$ cat src/rtl/regfile_mp.sv
// Multi-port register file: NREAD bypassed combinational read ports and two write ports (B wins over A).
// Per-register busy scoreboard for RAW hazard detection; optional hardwired-zero register 0.
module regfile_mp #(
   parameter int WORD    = 32,
   parameter int DEPTH   = 32,
   parameter int NREAD   = 2,
   parameter bit ZERO_R0 = 1'b1,
   localparam int AW     = $clog2(DEPTH)
) (
   input  logic                  clk,
   input  logic                  rst,
   input  logic                  we_a,
   input  logic [AW-1:0]         waddr_a,
   input  logic [WORD-1:0]       wdata_a,
   input  logic                  we_b,
   input  logic [AW-1:0]         waddr_b,
   input  logic [WORD-1:0]       wdata_b,
   input  logic                  set_busy,
   input  logic [AW-1:0]         busy_addr,
   input  logic [NREAD*AW-1:0]   raddr,
   output logic [NREAD*WORD-1:0] rdata,
   output logic [NREAD-1:0]      rbusy
);

   logic [WORD-1:0] mem_r [DEPTH];
   logic [DEPTH-1:0] busy_r;
   logic [DEPTH-1:0] busy_nxt_s;
   logic wa_ok_s;
   logic wb_ok_s;
   logic sb_ok_s;

   // An address names real storage when it is in range and is not the hardwired zero register.
   function automatic logic addr_ok(input logic [AW-1:0] a);
      return (int'(a) < DEPTH) && !((ZERO_R0 == 1'b1) && (a == {AW{1'b0}}));
   endfunction

   assign wa_ok_s = we_a & addr_ok(waddr_a);
   assign wb_ok_s = we_b & addr_ok(waddr_b);
   assign sb_ok_s = set_busy & addr_ok(busy_addr);

   // Next busy vector: writes retire the producer, a same-cycle set_busy re-arms it.
   always_comb begin
      busy_nxt_s = busy_r;
      for (int i = 0; i < DEPTH; i++) begin
         busy_nxt_s[i] = (busy_r[i] & ~((wa_ok_s && (int'(waddr_a) == i)) ||
                                        (wb_ok_s && (int'(waddr_b) == i))))
                         | (sb_ok_s && (int'(busy_addr) == i));
      end
   end

   // Register storage and scoreboard; port B is written last so it wins a collision.
   always_ff @(posedge clk or posedge rst) begin
      if (rst) begin
         for (int i = 0; i < DEPTH; i++) begin
            mem_r[i] <= {WORD{1'b0}};
         end
         busy_r <= {DEPTH{1'b0}};
      end else begin
         if (wa_ok_s) begin
            mem_r[waddr_a] <= wdata_a;
         end
         if (wb_ok_s) begin
            mem_r[waddr_b] <= wdata_b;
         end
         busy_r <= busy_nxt_s;
      end
   end

   for (genvar p = 0; p < NREAD; p++) begin : g_rd
      logic [AW-1:0]   ra_s;
      logic            ok_s;
      logic            hit_a_s;
      logic            hit_b_s;
      logic [WORD-1:0] rd_s;
      logic            bz_s;

      assign ra_s    = raddr[p*AW +: AW];
      assign ok_s    = addr_ok(ra_s);
      assign hit_a_s = wa_ok_s && (waddr_a == ra_s);
      assign hit_b_s = wb_ok_s && (waddr_b == ra_s);

      // Read mux: a register being written this cycle returns the new data and is not busy.
      always_comb begin
         if (rst || !ok_s) begin
            rd_s = {WORD{1'b0}};
            bz_s = 1'b0;
         end else if (hit_b_s) begin
            rd_s = wdata_b;
            bz_s = 1'b0;
         end else if (hit_a_s) begin
            rd_s = wdata_a;
            bz_s = 1'b0;
         end else begin
            rd_s = mem_r[ra_s];
            bz_s = busy_r[ra_s];
         end
      end

      assign rdata[p*WORD +: WORD] = rd_s;
      assign rbusy[p]              = bz_s;
   end

endmodule

$ cat config.mk
export PLATFORM = sky130hd
export DESIGN_NAME = regfile_mp
export DESIGN_NICKNAME = d
export VERILOG_FILES = /design/src/rtl/regfile_mp.sv
export SDC_FILE = /design/constraint.sdc
export NUM_CORES = 2
export LEC_CHECK = 0
export CAP_MARGIN = 20
export CORE_AREA = 4 4 443 445
export DETAILED_ROUTE_END_ITERATION = 6
export DIE_AREA = 0 0 447 449
export SLEW_MARGIN = 20
export SYNTH_ARGS = -nofsm -noshare
export SYNTH_HDL_FRONTEND = slang
export SYNTH_SLANG_ARGS = --single-unit
export TNS_END_PERCENT = 30
$ cat constraint.sdc
create_clock -name clk -period 59.1 [get_ports clk]
set_input_delay 11.82 -clock clk [delete_from_list [all_inputs] [get_ports clk]]
set_output_delay 11.82 -clock clk [all_outputs]
set_load 0.005 [all_outputs]
# Word level (Yosys, flattened, before mapping)
# Cells that the tools add are included.
# Widths: inputs -> output; s select.
dict set report word_totals {
  ff_bits 1056
  input_bits 94
  output_inout_bits 66
  word_cells 418
}
dict set report classes {
  magnitude_cmp 8
  n_eq_ne 97
  muxes 30
  bitwise 103
  n_reduce_logical 147
}
# cell count
set op_table {}
lappend op_table {{$bwmux 1024} 2}
lappend op_table {{$mux 1024} 2}
lappend op_table {{$mux 32} 12}
lappend op_table {{$bmux 32 s5} 2}
lappend op_table {{$demux 32 s5} 2}
lappend op_table {{$eq 5x5->1 const B} 48}
lappend op_table {{$eq 5x4->1 const B} 24}
lappend op_table {{$logic_and 1x1->1} 102}
lappend op_table {{$eq 5x3->1 const B} 12}
lappend op_table {{$logic_not 5->1} 8}
lappend op_table {{$and 1x1->1} 35}
lappend op_table {{$logic_or 1x1->1} 34}
lappend op_table {{$not 1->1} 32}
lappend op_table {{$or 1x1->1} 32}
lappend op_table {{$eq 5x2->1 const B} 6}
lappend op_table {{$ge 6x6->1 const B} 4}
lappend op_table {{$not 5->6} 4}
lappend op_table {{$eq 5x5->1} 4}
lappend op_table {{$eq 5x1->1 const B} 3}
lappend op_table {{$lt 5x6->1 const B} 2}
lappend op_table {{$lt 6x1->1 const B} 2}
lappend op_table {{$bmux 1 s5} 2}
lappend op_table {{$mux 1} 8}
lappend op_table {{$logic_not 1->1} 3}

# Depth between registers and ports, before layout
dict set report depth {
  word_depth 9
  mapped_depth 11
  mapped_depth_nobuf 5
}

# Worst setup path after synthesis
# No wires, ideal clock.
dict set report synth_path {
  kind {input port to output port}
  startpoint {in rst}
  endpoint {out rdata[10]}
  arrival_ps 37801
  t_required_ps 47280
  path_slack_ps 9479
  cell_stages 5
  n_path_buf 1
  cell_sequence {inv_1 o21ai_0 nor2_1 clkbuf_1 a32o_1}
}
dict set report synth_via {
  elab_chain_cells 2
}
# item line_no
set synth_lines {}
lappend synth_lines {{start, declared} 11} ;# input logic rst,
lappend synth_lines {{$logic_or 1x1->1} 84} ;# if (rst || !ok_s) begin
lappend synth_lines {{$mux 32} 84}
lappend synth_lines {{end, declared} 21} ;# output logic [NREAD*WORD-1:0] rdata,
# No other way between the ends.

# Worst setup path in the final report
dict set report layout_path {
  startpoint {in raddr[2]}
  endpoint {out rdata[31]}
}
dict set report layout_via {
  elab_chain_cells 7
  word_cells_on_any_way 13
  cone_classes {eq/ne (2); mux (6); bitwise (1); reduce/logical (4)}
}
# item line_no
set layout_lines {}
lappend layout_lines {{start, declared} 20} ;# input logic [NREAD*AW-1:0] raddr,
lappend layout_lines {{$not 5->6 (implied by the code)} 94} ;# rd_s = mem_r[ra_s];
lappend layout_lines {{$bmux 32 s5} 94}
lappend layout_lines {{$mux 32 (implied by the code) (2 in a row)} 94}
lappend layout_lines {{$mux 32} 90} ;# end else if (hit_a_s) begin
lappend layout_lines {{$mux 32} 87} ;# end else if (hit_b_s) begin
lappend layout_lines {{$mux 32 *} 84}
# Mark *: on every way between the ends. The rest lies on a longest branch, timed or not. The select of a mux whose other input is x is not followed.

==> impl_metrics.yaml <==
critical_path:
  r2r.worst_path.cells: 2
  critPathRequiredTime_ns: 47.28
  crit_path_top_delay_cell: "nor4bb_2"
  cell_family_with_most_cp_delay: "buffers and inverters"
  timing.rr.end: "mem_r[962]$_DFF_PP0_"
  cp_num_buf_inv: 4
  cp_cell_sequence: "buf_8 > buf_12 > buf_4 > mux4_2 > nand2_1 > nor4bb_2 > nand4_1 > a32o_1 > clkdlybuf4s50_1"
  path_max_fanout: 110
  endpoint_kind: "output port"
  critical_path.reg2reg.startpoint: "mem_r[962]$_DFF_PP0_"
  critical_path_data_arrival_time_ns: 16.91
  timing.reg2reg.setup_slack_ns: 58.18
  critPathLaunchType: "primary input"
  worstSetupPathType: "in -> out"
  critical_path.max_stage_delay_ns: 0.89
place:
  placed_cells_incl_taps: 8850
  detailedPlacementHpwl_um: 163000
  io_buffer_count: 159
  gp_congestion: 0.893
  placed_area_um2: 70200
synthesis:
  seq_area_frac_synth_pct: 39.4
  synth.distinct_cells: 56
  synth.area.top_cells: "dfrtp_1, mux2i_1, mux4_2"
  syn_area_per_cell_um2: 9.75
  mappedNetlistNets: 6975
  synth_top_area_cell: "dfrtp_1"
  yosys_warnings: 0
  synthesis.area_um2: 67100
  synthesis.instances: 6881
  async_flop_share_pct: 100
  yosys.area.top_type_share_pct: 39.4
  synth_flop_cell: "dfrtp_1"
  synth-seq-cells: 1056
  synth_edf_count: 0
sta:
  finClkSkew_ns: 0
  final.min_clock_period_ns: 28.73
  actual_slew_at_the_worst_max_slew_pin_ns: 1.26
  rsz0062_at_grt: "no"
  hold_ws_ns: 0.397
  finalCritPeriodShare_pct: 48.6
  finalSetupViolations: 0
  timing_hold_violations_final: 0
  max_slew_margin_pct: 16.1
  slew_viol_final: 0
  fin_setup_tns_ns: 0
  fmax_mhz: 34.8
cells_and_area:
  fillers: 18804
  post-route-util_pct: 38.6
  layout.area.seq_um2: 26400
  areaGrowthSynthToFinish_pct: 10.5
  multiInputGateArea_um2: 37500
  drive_gt1_share_pct: 12.2
  finalInstanceArea_um2: 74200
  design.final.nets: 6542
  fin_cells: 9075
floorplan:
  die_h_um: 449
  num_io_pins: 160
  die_x_um: 447
  total_die_area_um2: 201000
  num_rows: 161
  core_region_area_um2: 192000
  floorplan.initialDensity_pct: 34.9
global_route:
  grt_first_pass_wirelength_um: 422000
  grt_start_max_net_pins: 176
  grt_antenna_before_repair: 8
  globalRouteOverflowTotal: 0
  grt_use_total_pct: 28.7
  grt_pass1_vias: 56251
power_and_ir_drop:
  peakVddDrop_uv: 27.6
  p_clk_share_pct: 31.2
  static-leakage-power_nw: 31.5
  share_seq_of_total_power_pct: 43.6
  net-switching-power_mw: 0.802
  p_comb_share_pct: 25.2
  power.density_cell_area_nw_per_um2: 33.0
  internal_power_mw: 1.65
  power.share.switching_pct: 32.7
clocking:
  clkLatencyLatePin_ns: 0.74
  clockBufferDepth: 3
  numClockSinks: 1056
  cts_max_level: 3
  cts-hold-fix-buffers: 0
  ctsResizeCount: 0
  number_of_cts_inserted_buffers: 120
  clk_root_buffer_cell: "clkbuf_16"
  tritoncts: "yes"
  clk_transition_reported_paths_ns: 0.06
  post_cts.repair.setup_buffers: 0
status:
  run_status: "complete, but fails checks"
  violations: "design-rule violations"
route:
  viasPerCell: 6.47
  dr_total_vias: 58681
  avgRoutedWirePerCell_um: 32.8
  drc: 7
  drtAntennaViolNets: 0
  drtIter0Drc: 8355
  dr_pass1_iterations: 7
  detail_route.wirelength_um: 298000
worst_hold_path:
  hold_path_class: "reg -> reg"
  min_delay_path_depth: 0
  worst_hold_startpoint: "mem_r[993]$_DFF_PP0_"
  end_point_of_the_most_critical_hold_path: "mem_r[993]$_DFF_PP0_"
job:
  maxCapViolations: 0
[per-stage QoR]
stage                     setup slack, ns  total power [mW]
final                               30.37              2.45
after global placement              30.62              1.65
after CTS                           30.64              2.43
after floorplan                      9.48              1.48
after detailed placement            30.67              1.68
after global routing                30.46              2.55
[Yosys cell counts (all sizes together) (4+ instances only)]
master and count:
mux2i 1375, nand2 658, a32o 52, nand2b 13, nor2 662, o221ai 31
a32oi 126, mux2 33, a21oi 589, o22ai 62, or2 38, dfrtp 1056
nor2b 16, mux4 252, nand3 68, o21ai 425, nor3 19, a22oi 188
a211o 31, nor4bb 32, nand4 38, or3 4, a221oi 63, and3 5
clkbuf 629, a31oi 84, inv 8, xnor2 4, buf 275, and2 6
xor2 16
[power by group through the flow]
stage	logic [mW]	clock network [mW]	registers, mW
global placement	0.591	0	1.06
CTS	0.607	0.765	1.06
floorplan	0.454	0	1.02
detailed placement	0.606	0	1.07
global route	0.667	0.794	1.09
finish	0.616	0.764	1.07
[flip-flops by register name, indices dropped and copies added (netlist names)]
name and flops:
mem_r 1024, busy_r 32
[how the worst max path moves through the flow]
stage                from   endpoint  slack (ns)  cells past startpoint
4_1_cts        waddr_a[1]  rdata[49]       30.64                      9
3_3_place_gp   waddr_a[1]  rdata[49]       30.62                      9
5_1_grt          raddr[2]  rdata[21]       30.46                     10
2_1_floorplan         rst  rdata[10]        9.48                      5
6_report         raddr[2]  rdata[31]       30.37                      9
3_5_place_dp   waddr_a[1]  rdata[49]       30.67                      9
[final cells by class]
class | count | share of cell area [%]
Tap cell | 2526 | 4.26
Multi-Input combinational cell | 4913 | 50.5
Inverter | 8 | 0.0506
Timing Repair Buffer | 349 | 4.28
Clock buffer | 180 | 4.72
Clock inverter | 33 | 0.510
Sequential cell | 1056 | 35.6
Antenna cell | 10 | 0.0337
[metal layers]
metal / part of all wire [%] / up-vias / track usage (%)
met5: 0.015 / - / 0
met4: 7.6 / 6 / 18.5
met3: 12 / 1070 / 7.68
met2: 43 / 4444 / 42.5
met1: 37 / 28941 / 37.0
li1: - / 24220 / -
[layout by cell type, fill, tap and decap left out, types with 16 or more instances in the layout]
cell type / instances
a211o_1: 31
a21oi_1: 588
a221oi_1: 63
a22oi_1: 188
a31oi_1: 84
a32o_1: 52
a32oi_1: 126
buf_4: 179
clkbuf_1: 35
clkbuf_16: 122
clkbuf_8: 23
clkdlybuf4s50_1: 152
clkinv_2: 21
dfrtp_1: 1056
mux2_2: 33
mux2i_1: 1375
mux4_2: 252
nand2_1: 625
nand2_4: 29
nand3_1: 68
nand4_1: 38
nor2_1: 629
nor2_4: 27
nor4bb_1: 31
o21ai_0: 401
o21ai_1: 24
o221ai_1: 31
o22ai_1: 62
or2_2: 35
xor2_1: 16
[logic make-up (layout without fill, tap and decap cells)]
family | count (synthesis) | in the layout | share of synthesized area (%)
mux | 1660 | 1660 | 29.5
compound gates | 1659 | 1659 | 15.2
simple gates | 1574 | 1574 | 9.91
flops | 1056 | 1056 | 39.4
buf+inv | 912 | 570 | 5.72
xor+xnor | 20 | 20 | 0.261
other cells | 0 | 10 | 0
No activity file was read; power rests on OpenSTA's default activity.
